## src/rtl/cpu_pkg.sv

```systemverilog
// Shared CPU definitions: opcode encoding and the ALU arbiter state type.
package cpu_pkg;

  localparam logic [3:0] OP_NOP   = 4'b0000;
  localparam logic [3:0] OP_LOAD  = 4'b0001;
  localparam logic [3:0] OP_ADD   = 4'b0010;
  localparam logic [3:0] OP_SUB   = 4'b0011;
  localparam logic [3:0] OP_AND   = 4'b0100;
  localparam logic [3:0] OP_OR    = 4'b0101;
  localparam logic [3:0] OP_XNOR  = 4'b0111;
  localparam logic [3:0] OP_SLEEP = 4'b1000;

  typedef enum logic [1:0] {
    IDLE = 2'd0,
    EXEC = 2'd1,
    RESP = 2'd2
  } arb_state_t;

endpackage

```

## src/rtl/alu_arbiter_if.sv

```systemverilog
// Requester-side bus of the shared ALU arbiter; zero/carry exist only with ALU_FLAGS_EN.
interface alu_arbiter_if #(
  parameter int NREQ  = 2,
  parameter int WIDTH = 4
) ();

  logic [NREQ-1:0]       req;
  logic [4*NREQ-1:0]     op_in;
  logic [WIDTH*NREQ-1:0] a_in;
  logic [WIDTH*NREQ-1:0] b_in;
  logic [NREQ-1:0]       gnt;
  logic [NREQ-1:0]       done;
  logic [WIDTH-1:0]      result;
  logic                  busy;
`ifdef ALU_FLAGS_EN
  logic                  zero;
  logic                  carry;

  modport master (output req, op_in, a_in, b_in,
                  input  gnt, done, result, busy, zero, carry);
  modport slave  (input  req, op_in, a_in, b_in,
                  output gnt, done, result, busy, zero, carry);
`else
  modport master (output req, op_in, a_in, b_in,
                  input  gnt, done, result, busy);
  modport slave  (input  req, op_in, a_in, b_in,
                  output gnt, done, result, busy);
`endif

endinterface

```

## src/rtl/alu_core.sv

```systemverilog
// Combinational 4-bit-opcode ALU shared by the CPU core and the arbiter.
// ALU_FLAGS_EN adds the carry/borrow output.
module alu_core
  import cpu_pkg::*;
#(
  parameter int WIDTH = 4
) (
  input  logic [3:0]       op,
  input  logic [WIDTH-1:0] a,
  input  logic [WIDTH-1:0] b,
  output logic [WIDTH-1:0] y
`ifdef ALU_FLAGS_EN
  ,
  output logic             carry
`endif
);

  // Result select; unsupported opcodes yield zero.
  always_comb begin
    y = {WIDTH{1'b0}};
    case (op)
      OP_ADD:  y = a + b;
      OP_SUB:  y = a - b;
      OP_AND:  y = a & b;
      OP_OR:   y = a | b;
      OP_XNOR: y = ~(a ^ b);
      default: y = {WIDTH{1'b0}};
    endcase
  end

`ifdef ALU_FLAGS_EN
  // An ADD wrapped exactly when its truncated sum drops below an operand.
  always_comb begin
    carry = 1'b0;
    case (op)
      OP_ADD:  carry = (y < a);
      OP_SUB:  carry = (a < b);
      default: carry = 1'b0;
    endcase
  end
`endif

endmodule

```

## src/rtl/alu_arbiter.sv

```systemverilog
// Round-robin arbiter sharing one alu_core between NREQ requesters (IDLE/EXEC/RESP).
// Optional macro ALU_FLAGS_EN adds registered zero/carry flags.
module alu_arbiter
  import cpu_pkg::*;
#(
  parameter int NREQ  = 2,
  parameter int WIDTH = 4
) (
  input logic          clk,
  input logic          reset,
  alu_arbiter_if.slave bus
);

  localparam int IW = (NREQ > 1) ? $clog2(NREQ) : 1;

  arb_state_t       state_r;
  logic [IW-1:0]    rr_ptr_r;
  logic [IW-1:0]    win_r;
  logic [3:0]       op_r;
  logic [WIDTH-1:0] a_r;
  logic [WIDTH-1:0] b_r;
  logic [NREQ-1:0]  gnt_r;
  logic [NREQ-1:0]  done_r;
  logic [WIDTH-1:0] result_r;
  logic             busy_r;

  logic [IW-1:0]    pick_s;
  logic [IW-1:0]    cand_s;
  logic             take_s;
  logic             found_s;
  logic [WIDTH-1:0] alu_y_s;
`ifdef ALU_FLAGS_EN
  logic             alu_carry_s;
  logic             zero_r;
  logic             carry_r;
`endif

  alu_core #(.WIDTH(WIDTH)) u_alu (
    .op (op_r),
    .a  (a_r),
    .b  (b_r),
    .y  (alu_y_s)
`ifdef ALU_FLAGS_EN
    ,
    .carry (alu_carry_s)
`endif
  );

  // First requesting index at or above rr_ptr, wrapping past NREQ-1.
  always_comb begin
    found_s = 1'b0;
    pick_s  = rr_ptr_r;
    cand_s  = rr_ptr_r;
    take_s  = 1'b0;
    for (int k = 0; k < NREQ; k++) begin
      cand_s  = IW'((int'(rr_ptr_r) + k) % NREQ);
      take_s  = !found_s && bus.req[cand_s];
      pick_s  = take_s ? cand_s : pick_s;
      found_s = found_s | take_s;
    end
  end

  // Arbitration FSM with operand latch and registered outputs.
  always_ff @(posedge clk) begin
    if (!reset) begin
      state_r  <= IDLE;
      rr_ptr_r <= {IW{1'b0}};
      win_r    <= {IW{1'b0}};
      op_r     <= 4'b0000;
      a_r      <= {WIDTH{1'b0}};
      b_r      <= {WIDTH{1'b0}};
      gnt_r    <= {NREQ{1'b0}};
      done_r   <= {NREQ{1'b0}};
      result_r <= {WIDTH{1'b0}};
      busy_r   <= 1'b0;
`ifdef ALU_FLAGS_EN
      zero_r   <= 1'b0;
      carry_r  <= 1'b0;
`endif
    end else begin
      case (state_r)
        IDLE: begin
          if (found_s) begin
            win_r   <= pick_s;
            op_r    <= bus.op_in[4*int'(pick_s) +: 4];
            a_r     <= bus.a_in[WIDTH*int'(pick_s) +: WIDTH];
            b_r     <= bus.b_in[WIDTH*int'(pick_s) +: WIDTH];
            gnt_r   <= NREQ'(1'b1) << pick_s;
            busy_r  <= 1'b1;
            state_r <= EXEC;
          end
        end
        EXEC: begin
          result_r <= alu_y_s;
          done_r   <= NREQ'(1'b1) << win_r;
`ifdef ALU_FLAGS_EN
          zero_r   <= (alu_y_s == {WIDTH{1'b0}});
          carry_r  <= alu_carry_s;
`endif
          state_r  <= RESP;
        end
        RESP: begin
          // The extra cycle keeps a still-high req of the finished winner from re-arbitrating.
          done_r   <= {NREQ{1'b0}};
          gnt_r    <= {NREQ{1'b0}};
          busy_r   <= 1'b0;
          rr_ptr_r <= IW'((int'(win_r) + 1) % NREQ);
          state_r  <= IDLE;
        end
        default: begin
          done_r  <= {NREQ{1'b0}};
          gnt_r   <= {NREQ{1'b0}};
          busy_r  <= 1'b0;
          state_r <= IDLE;
        end
      endcase
    end
  end

  assign bus.gnt    = gnt_r;
  assign bus.done   = done_r;
  assign bus.result = result_r;
  assign bus.busy   = busy_r;
`ifdef ALU_FLAGS_EN
  assign bus.zero   = zero_r;
  assign bus.carry  = carry_r;
`endif

endmodule

```

## src/flat_wrapper.sv

```systemverilog
// flat-port wrapper written by rule: the top's interface ports become plain ports
module alu_arbiter_flat import cpu_pkg::*;
#(
  parameter int NREQ  = 2,
  parameter int WIDTH = 4
)
  (clk, reset, bus_req, bus_op_in, bus_a_in, bus_b_in, bus_gnt, bus_done, bus_result, bus_busy);
  alu_arbiter_if #(.NREQ(NREQ), .WIDTH(WIDTH)) bus_i ();
  input logic clk;
  input logic reset;
  input wire logic [$bits(bus_i.req)-1:0] bus_req;
  input wire logic [$bits(bus_i.op_in)-1:0] bus_op_in;
  input wire logic [$bits(bus_i.a_in)-1:0] bus_a_in;
  input wire logic [$bits(bus_i.b_in)-1:0] bus_b_in;
  output wire logic [$bits(bus_i.gnt)-1:0] bus_gnt;
  output wire logic [$bits(bus_i.done)-1:0] bus_done;
  output wire logic [$bits(bus_i.result)-1:0] bus_result;
  output wire logic [$bits(bus_i.busy)-1:0] bus_busy;
  assign bus_i.req = bus_req;
  assign bus_i.op_in = bus_op_in;
  assign bus_i.a_in = bus_a_in;
  assign bus_i.b_in = bus_b_in;
  assign bus_gnt = bus_i.gnt;
  assign bus_done = bus_i.done;
  assign bus_result = bus_i.result;
  assign bus_busy = bus_i.busy;
  alu_arbiter #(.NREQ(NREQ), .WIDTH(WIDTH)) u_core (.clk(clk), .reset(reset), .bus(bus_i));
endmodule
```

## config.mk

```make
export PLATFORM = sky130hd
export DESIGN_NAME = alu_arbiter_flat
export DESIGN_NICKNAME = d
export VERILOG_FILES = /design/src/rtl/cpu_pkg.sv /design/src/rtl/alu_arbiter_if.sv /design/src/rtl/alu_core.sv /design/src/rtl/alu_arbiter.sv /design/src/flat_wrapper.sv
export SDC_FILE = /design/constraint.sdc
export NUM_CORES = 1
export LEC_CHECK = 0
export ABC_CLOCK_PERIOD_IN_PS = 2370
export CORE_MARGIN = 2
export CORE_UTILIZATION = 44
export CTS_CLUSTER_DIAMETER = 30
export DETAILED_ROUTE_END_ITERATION = 10
export PLACE_DENSITY = 0.88
export SYNTH_ARGS = -nofsm -noshare
export SYNTH_HDL_FRONTEND = slang
export SYNTH_SLANG_ARGS = --single-unit
```

## constraint.sdc

```tcl
create_clock -name clk -period 2.37 [get_ports clk]
set_clock_uncertainty 0.2 [all_clocks]
set_input_delay 0.474 -clock clk [delete_from_list [all_inputs] [get_ports clk]]
set_output_delay 0.474 -clock clk [all_outputs]
set_load 0.03 [all_outputs]
```

# Yosys cells after proc, flatten, opt, wreduce, memory -nomap -nowiden
# Index checks and enable logic that the tools add are counted.
# Widths: inputs -> output; s select.
[word_totals]
out_inout_bits = 9
inputBits = 28
ff_bits = 25
word_cells = 53
[classes]
shifts = 5
addsub = 4
order_cmp = 2
n_reduce_logical = 5
n_bitwise = 6
eq_ne = 8
n_mux = 13
[op_table]
columns = ["op", "n"]
rows = [
  ["$shiftx 8x4->4", 3],
  ["$pmux 4 s5", 1],
  ["$eq 4x3->1 const B", 3],
  ["$pmux 2 s2", 3],
  ["$eq 4x2->1 const B", 2],
  ["$mux 1", 6],
  ["$add 4x4->4", 1],
  ["$and 4x4->4", 1],
  ["$lt 1x2->1 const B", 2],
  ["$mux 2", 2],
  ["$not 4->4", 1],
  ["$or 4x4->4", 1],
  ["$reduce_and 2->1", 2],
  ["$shl 1x1->2 const A", 2],
  ["$sub 4x4->4", 1],
  ["$xor 4x4->4", 1],
  ["$add 1x1->1 const B", 2],
  ["$eq 2x1->1 const B", 1],
  ["$eq 2x2->1 const B", 1],
  ["$logic_not 2->1", 1],
  ["$ne 2x1->1 const B", 1],
  ["$pmux 1 s2", 1],
  ["$logic_and 1x1->1", 1],
  ["$logic_not 1->1", 1],
  ["other kinds (2)", 2],
]

# Longest topological paths before layout
# Gate-level depths: netlist (run 1).
[logic_depth]
depth_word = 8
ltp_mapped = 11

# Modules after synthesis
# Synthesis (run 1) repeated with hierarchy kept, for this count alone.
[hier_totals]
cells_unflattened = 185
area_unflattened_um2 = 1584.0
[modules_own_cells]
columns = ["module", "area_each_um2", "cells_per_inst", "n_inst"]
rows = [
  ["alu_arbiter", 1114.8, 127, 1],
  ["alu_core", 469.2, 58, 1],
]

# Worst setup path after synthesis (run 1)
# Ideal clock, no wire load.
[synth_timing]
path_kind = "flip-flop to flip-flop"
from = "register u_core.op_r[1]"
to = "register u_core.result_r[1] (netlist: u_core.bus.result[1])"
path_slack_ns = -0.134
arrival_ns = 2.176
synth_period_minus_slack_ns = 2.504
path_stages_with_launch = 10
setup_time_ns = 0.128
cell_sequence = "dfxtp_1 buf_2 nor2b_1 and3b_1 mux2_2 fa_1 o22ai_1 a22oi_1 a2bb2oi_1 nor2_1"
[synth_between]
elab_chain_cells = 2
word_cells_on_any_way = 6
classes_between = "eq/ne (5); mux (1)"
[synth_rtl]
columns = ["item", "line_no", "text"]
rows = [
  ["start, declared", "alu_arbiter.sv:19", "logic [3:0] op_r;"],
  ["start signal, assigned", "alu_arbiter.sv:85", "op_r <= bus.op_in[4*int'(pick_s) +: 4];"],
  ["$eq 4x3->1 / $eq 4x2->1 (equally long branches)", "alu_core.sv:21", "case (op)"],
  ["$pmux 4 s5 (*)", "alu_core.sv:21", ""],
  ["end signal, assigned", "alu_arbiter.sv:74", "result_r <= {WIDTH{1'b0}};"],
  ["end signal, assigned", "alu_arbiter.sv:94", "result_r <= alu_y_s;"],
  ["end, declared", "alu_arbiter.sv:24", "logic [WIDTH-1:0] result_r;"],
]
# Every way passes the cells marked *; elsewhere a longest branch is shown, timed or not.
# A chain may end at the register's enable or synchronous reset.

# Worst setup path in the final report (run 1)
# Same ends and word-level chain as after synthesis.

==> results.cfg, run 1 <==
[final_layout]
most-common-layout-cells = clkdlybuf4s50_1, nor2_1, dfxtp_1
diodes = 0
final_common_cell = clkdlybuf4s50_1
drive_above_1_share_pct = 10.8
area_growth_pct = 34.4
final_nets = 245

[clock_tree]
cts_buffers = 3
post_cts_buffers = 0
ctsRootBufferMaster = clkbuf_4
cts_tree = done
cts_hold_buffers = 0
insertion_delay_ps = 330
cts_buffer_depth = 2
ctsResizeCount = 0
path_clk_slew_ps = 160
htree_num_levels = 1
cts.sinks = 25

[sta]
finalCriticalPeriod_ps = 2270
slew_violations = 0
rsz0062_at_grt = no
setup_ws_ps = 96.8
setup_viol = 0
finalHoldViolations = 0
tightest_slew_ps = 335
finalCritPeriodShare_pct = 95.9
slew_headroom_pct = 77.6
fmax_mhz = 440
finalSetupTns_ps = 0

[synthesis]
ys_ff_latch = 25
dominantRegCellSynth = dfxtp_1
syn_area_per_cell_um2 = 8.96
postSynthNetCount = 204
synth_edf_count = 0
synthArstFlopShare_pct = 0
synth.top_cells.by_area = dfxtp_1, mux2i_1, ha_1
netlist_area_um2 = 1460
synth.distinct_cells = 36
yosysWarnings = 0
synth_top_area_share_pct = 34.3
yosys.area.top_type = dfxtp_1
netlist_instances = 163
yosysSeqAreaShare_pct = 34.3

[global_routing]
grt_max_degree = 26
grt_pass1_wl_um = 5340
grt_pass1_vias = 1259
grt_usage_pct = 19.0
grt_overflow_total = 0
grt_antenna_before_repair = 0

[placement]
dp_slack_ps = 68.0
gp_congestion = 0.906
place_hpwl_um = 2410
io_buffers = 36

[detailed_routing]
detail_route.wl_per_cell_um = 12.3
wl_um = 3040
dr.pass1.iters = 4
ant_nets = 0
drt_iter0_drc = 26
route.detailed.drc = 0
vias = 1261
drt-vias-per-instance = 5.11

[floorplan]
die_h_um = 61.6
die_area_um2 = 3800
ioPinCount = 37
initial_utilization_pct = 47.1
core_um2 = 3100
rows = 20
die_w_um = 61.6

[critical_path]
critical_path_class = reg2reg
worstSetupEndpointType = flop
required_ps = 2410
startpoint_type = flop
critPathMaxFanout = 2
r2r_cells = 8
r2r_start = u_core.op_r[1]
r2r_slack_ps = 100
rr_endpoint = u_core.bus.result[1]
crit_arrival_ps = 2310

[hold_path]
hp-class = reg2reg
whs_path_depth = 2
holdPathEnd = u_core.bus.gnt[1]
min_from = u_core.bus.gnt[1]

[power]
p_per_area_nw_per_um2 = 561
vdd_drop_max_mv = 0.303
leakage_nw = 0.792

[run_status]
outcome = finished clean

[flow_run]
maxCapViolCount = 0
kinds of logic (layout without fill, tap and decap cells):
family          Yosys count  in the layout  share of synthesized area, %
xor+xnor                  4              4                          2.40
compound gates           30             30                          15.3
fa+ha+maj                14             14                          12.3
flops                    25             25                          34.3
simple gates             53             53                          17.9
mux                      18             18                          12.4
buf+inv                  19             59                          5.31
power by group:
group / total [mW] / internal [mW] / leakage (nW) / switching (mW)
registers: 0.494 / 0.459 / 0.207 / 0.0352
clock network: 0.211 / 0.0689 / 0.0183 / 0.142
logic: 0.397 / 0.206 / 0.567 / 0.191
metal layers:
layer	vias to the layer above	routed length [um]	GRT usage, %
li1	641	-	-
met5	-	0	0
met4	0	87	10.3
met1	578	1370	23.0
met3	9	92	3.36
met2	33	1480	31.9
how the worst max path moves through the flow:
stage                            to  depth (start not counted)  slack [ps]           start
2_1_floorplan  u_core.bus.result[1]                          9          20  u_core.op_r[1]
3_3_place_gp   u_core.bus.result[1]                          8         150  u_core.op_r[1]
3_5_place_dp   u_core.bus.result[1]                          8          70   u_core.b_r[0]
4_1_cts        u_core.bus.result[1]                          8          30   u_core.b_r[0]
5_1_grt        u_core.bus.result[1]                          8          10  u_core.op_r[1]
6_report       u_core.bus.result[1]                          8         100  u_core.op_r[1]
state kept, by name, summed over array words and instances, names as in the netlist, 2 cells and up:
signal / count
u_core.op_r: 4
u_core.bus.gnt: 2
u_core.state_r: 2
u_core.b_r: 4
u_core.a_r: 4
u_core.bus.done: 2
u_core.bus.result: 4
stage by stage:
step / cell area (um2) / hold slack, ps / std cells / util [%] / power, mW
floorplan: 1470 / 259 / 163 / - / 0.759
global placement: 1930 / 251 / 243 / 62.1 / 0.878
detailed placement: 1930 / 253 / 243 / 62.1 / 0.896
CTS: 1960 / 273 / 247 / 63.1 / 1.10
global route: 1960 / 293 / 247 / 63.3 / 1.18
finish: 1960 / 271 / 247 / 63.3 / 1.10
synth_stat cells, types with 2 or more instances:
| library cell | instances |
|---|---|
| a21oi_1 | 2 |
| mux2i_1 | 17 |
| xnor2_1 | 3 |
| dfxtp_1 | 25 |
| a22o_1 | 3 |
| inv_1 | 11 |
| and2_1 | 2 |
| ha_1 | 12 |
| a22oi_1 | 3 |
| nor2_1 | 29 |
| nor2b_1 | 3 |
| a211oi_1 | 14 |
| clkbuf_1 | 2 |
| nand2_1 | 9 |
| o21ai_0 | 3 |
| buf_2 | 5 |
worst max-delay path: stages (launching register included):
cell	delay, ps
dfxtp_2	350
nor2b_4	130
and3b_1	190
mux2_2	370
fa_1	480
o22ai_1	80
a22oi_1	140
a2bb2oi_1	180
nor2_1	60
final cells by class:
class / count / area, um2
Clock inverter: 1 / 8.76
Tap cell: 44 / 55.1
Timing Repair Buffer: 43 / 438
Sequential cell: 25 / 504
Multi-Input combinational cell: 119 / 890
Clock buffer: 3 / 22.5
Fill cell: 282 / 1140
Inverter: 12 / 45.0
No activity file was read; power rests on OpenSTA's default activity.
==> inputs of run 2 (changes only) <==
--- a/config.mk
+++ b/config.mk
@@ -5,12 +5,13 @@
 export SDC_FILE = /design/constraint.sdc
 export NUM_CORES = 1
 export LEC_CHECK = 0
-export ABC_CLOCK_PERIOD_IN_PS = 2370
+export ABC_CLOCK_PERIOD_IN_PS = 1990
 export CORE_MARGIN = 2
 export CORE_UTILIZATION = 44
 export CTS_CLUSTER_DIAMETER = 30
 export DETAILED_ROUTE_END_ITERATION = 10
 export PLACE_DENSITY = 0.88
+export SETUP_SLACK_MARGIN = 0.15
 export SYNTH_ARGS = -nofsm -noshare
 export SYNTH_HDL_FRONTEND = slang
 export SYNTH_SLANG_ARGS = --single-unit
==> constraint.sdc (replaced) <==
create_clock -name clk -period 1.99 [get_ports clk]
set_clock_uncertainty 0.2 [all_clocks]
set_input_delay 0.398 -clock clk [delete_from_list [all_inputs] [get_ports clk]]
set_output_delay 0.398 -clock clk [all_outputs]
set_load 0.03 [all_outputs]
==> results.cfg, run 2 (synthesis results as in run 1) <==
[sta]
setup_viol = 3
fmax_mhz = 443
slew_violations = 0
finalHoldViolations = 0
slew_headroom_pct = 77.2
setup_ws_ps = -266
finalCritPeriodShare_pct = 113
rsz0062_at_grt = yes
finalSetupTns_ps = -672
tightest_slew_ps = 341
whs_ps = 298
finalCriticalPeriod_ps = 2260

[clock_tree]
htree_num_levels = 1
cts_buffers = 3
cts_tree = done
insertion_delay_ps = 340
cts.sinks = 25
cts_hold_buffers = 0
path_clk_slew_ps = 150
ctsRootBufferMaster = clkbuf_4
cts_buffer_depth = 2

[detailed_routing]
ant_nets = 0
dr.pass1.iters = 4
vias = 1352
detail_route.wl_per_cell_um = 13.5
wl_met3_um = 126
top_layer_used = met4
drt_iter0_drc = 71
wl_met1_um = 1680
route.detailed.drc = 0
wl_um = 3580
met2RoutedLength_um = 1700
drt-vias-per-instance = 5.08

[critical_path]
crit_chain = nor2b_4 > and3b_2 > mux2_4 > fa_1 > o22ai_1 > a22oi_1 > a2bb2oi_1 > nor2_1
path_depth = 8
startpoint_type = flop
slowest_stage = fa_1
crit_buf_inv = 0
critPathMaxFanout = 2
required_ps = 2030
worstSetupEndpointType = flop
critical_path_class = reg2reg
r2r_cells = 8
crit_family = adder cells
crit_arrival_ps = 2300
cpPeakStageDelay_ps = 490

[final_layout]
drive_above_1_share_pct = 21.2
fin_util_pct = 69.6
area_growth_pct = 48.0
most-common-layout-cells = nor2_1, clkdlybuf4s50_1, dfxtp_1
final_common_cell = nor2_1
final_nets = 264
fill_cells = 248
diodes = 0

[floorplan]
die_area_um2 = 3800
core_um2 = 3100
die_w_um = 61.6
rows = 20
die_h_um = 61.6
ioPinCount = 37
initial_utilization_pct = 47.1

[run_status]
violations = setup timing
outcome = complete, but fails checks

[hold_path]
whs_path_depth = 2
hp-class = reg2reg

[global_routing]
grt_antenna_before_repair = 0
grt_max_degree = 20
grt_pass1_vias = 1254
grt_pass1_wl_um = 5420
grt_overflow_total = 0
grt_usage_pct = 19.3

[power]
leakage_nw = 0.944
power_mw = 1.41
vdd_drop_max_mv = 0.356
p_per_area_nw_per_um2 = 655

[placement]
dp_slack_ps = -225
io_buffers = 36
place_hpwl_um = 2530
gp_congestion = 0.887

[flow_run]
maxCapViolCount = 0
-- run 2: changes by cell type in the layout (fill, tap and decap cells not counted), sizes merged --
cell | before | now
buf | 7 | 24
clkdlybuf4s50 | 36 | 26
dlygate4sd2 | 0 | 9
clkbuf | 3 | 5
clkinvlp | 0 | 1
dlymetal6s2s | 0 | 1
inv | 12 | 11
-- run 2: path summary, 6_finish.rpt --
kind	startpoint	end	slack (ps)
worst max register to register	u_core.op_r[1]	u_core.bus.result[1]	-270
worst min register to register	u_core.bus.busy	u_core.bus.busy	300
worst max-delay path	u_core.op_r[1]	u_core.bus.result[1]	-270
worst min-delay path	u_core.bus.busy	u_core.bus.busy	300
-- run 2: final cells by class --
type                            instances  area, um2  share of cell area [%]
Clock buffer                            3       22.5                    1.04
Tap cell                               44       55.1                    2.55
Multi-Input combinational cell        119        930                    43.0
Timing Repair Buffer                   62        598                    27.7
Clock inverter                          1       7.51                   0.347
Sequential cell                        25        503                    23.3
Inverter                               12       45.0                    2.08
-- run 2: stage by stage --
stage / instance area [um2] / instances
floorplan: 1500 / 163
global placement: 2050 / 258
detailed placement: 2050 / 258
CTS: 2070 / 262
global route: 2160 / 266
finish: 2160 / 266
-- run 2: per-layer routing --
metal / vias up / GRT usage, %
li1: 682 / -
met1: 624 / 25.2
met2: 40 / 31.4
met3: 6 / 2.73
met4: 0 / 8.51
met5: - / 0
-- run 2: timing repair --
item | in CTS | in global routing
buffers inserted | 0 | 2
gates resized for setup | 10 | 8
pin swaps | 2 | 10
setup endpoints to repair | 12 | 12
gates cloned | 0 | 2
-- run 2: worst min-delay path: cells and delay by family, from the launching register on --
kind             cells  cell delay, ps
and+or+nand+nor      2             120
DFF                  1             350
-- run 2: report_power, final --
part / switching, mW / internal (mW) / total [mW]
Combinational: 0.268 / 0.315 / 0.583
Clock: 0.168 / 0.0772 / 0.246
Sequential: 0.0407 / 0.546 / 0.586
==> inputs of run 3 (changes only) <==
--- a/config.mk
+++ b/config.mk
@@ -9,6 +9,7 @@
 export CORE_MARGIN = 2
 export CORE_UTILIZATION = 44
 export CTS_CLUSTER_DIAMETER = 30
+export CTS_CLUSTER_SIZE = 12
 export DETAILED_ROUTE_END_ITERATION = 10
 export PLACE_DENSITY = 0.88
 export SETUP_SLACK_MARGIN = 0.15
==> results of run 3 <==
Final layout, timing and power as in run 2 (identical DEF).
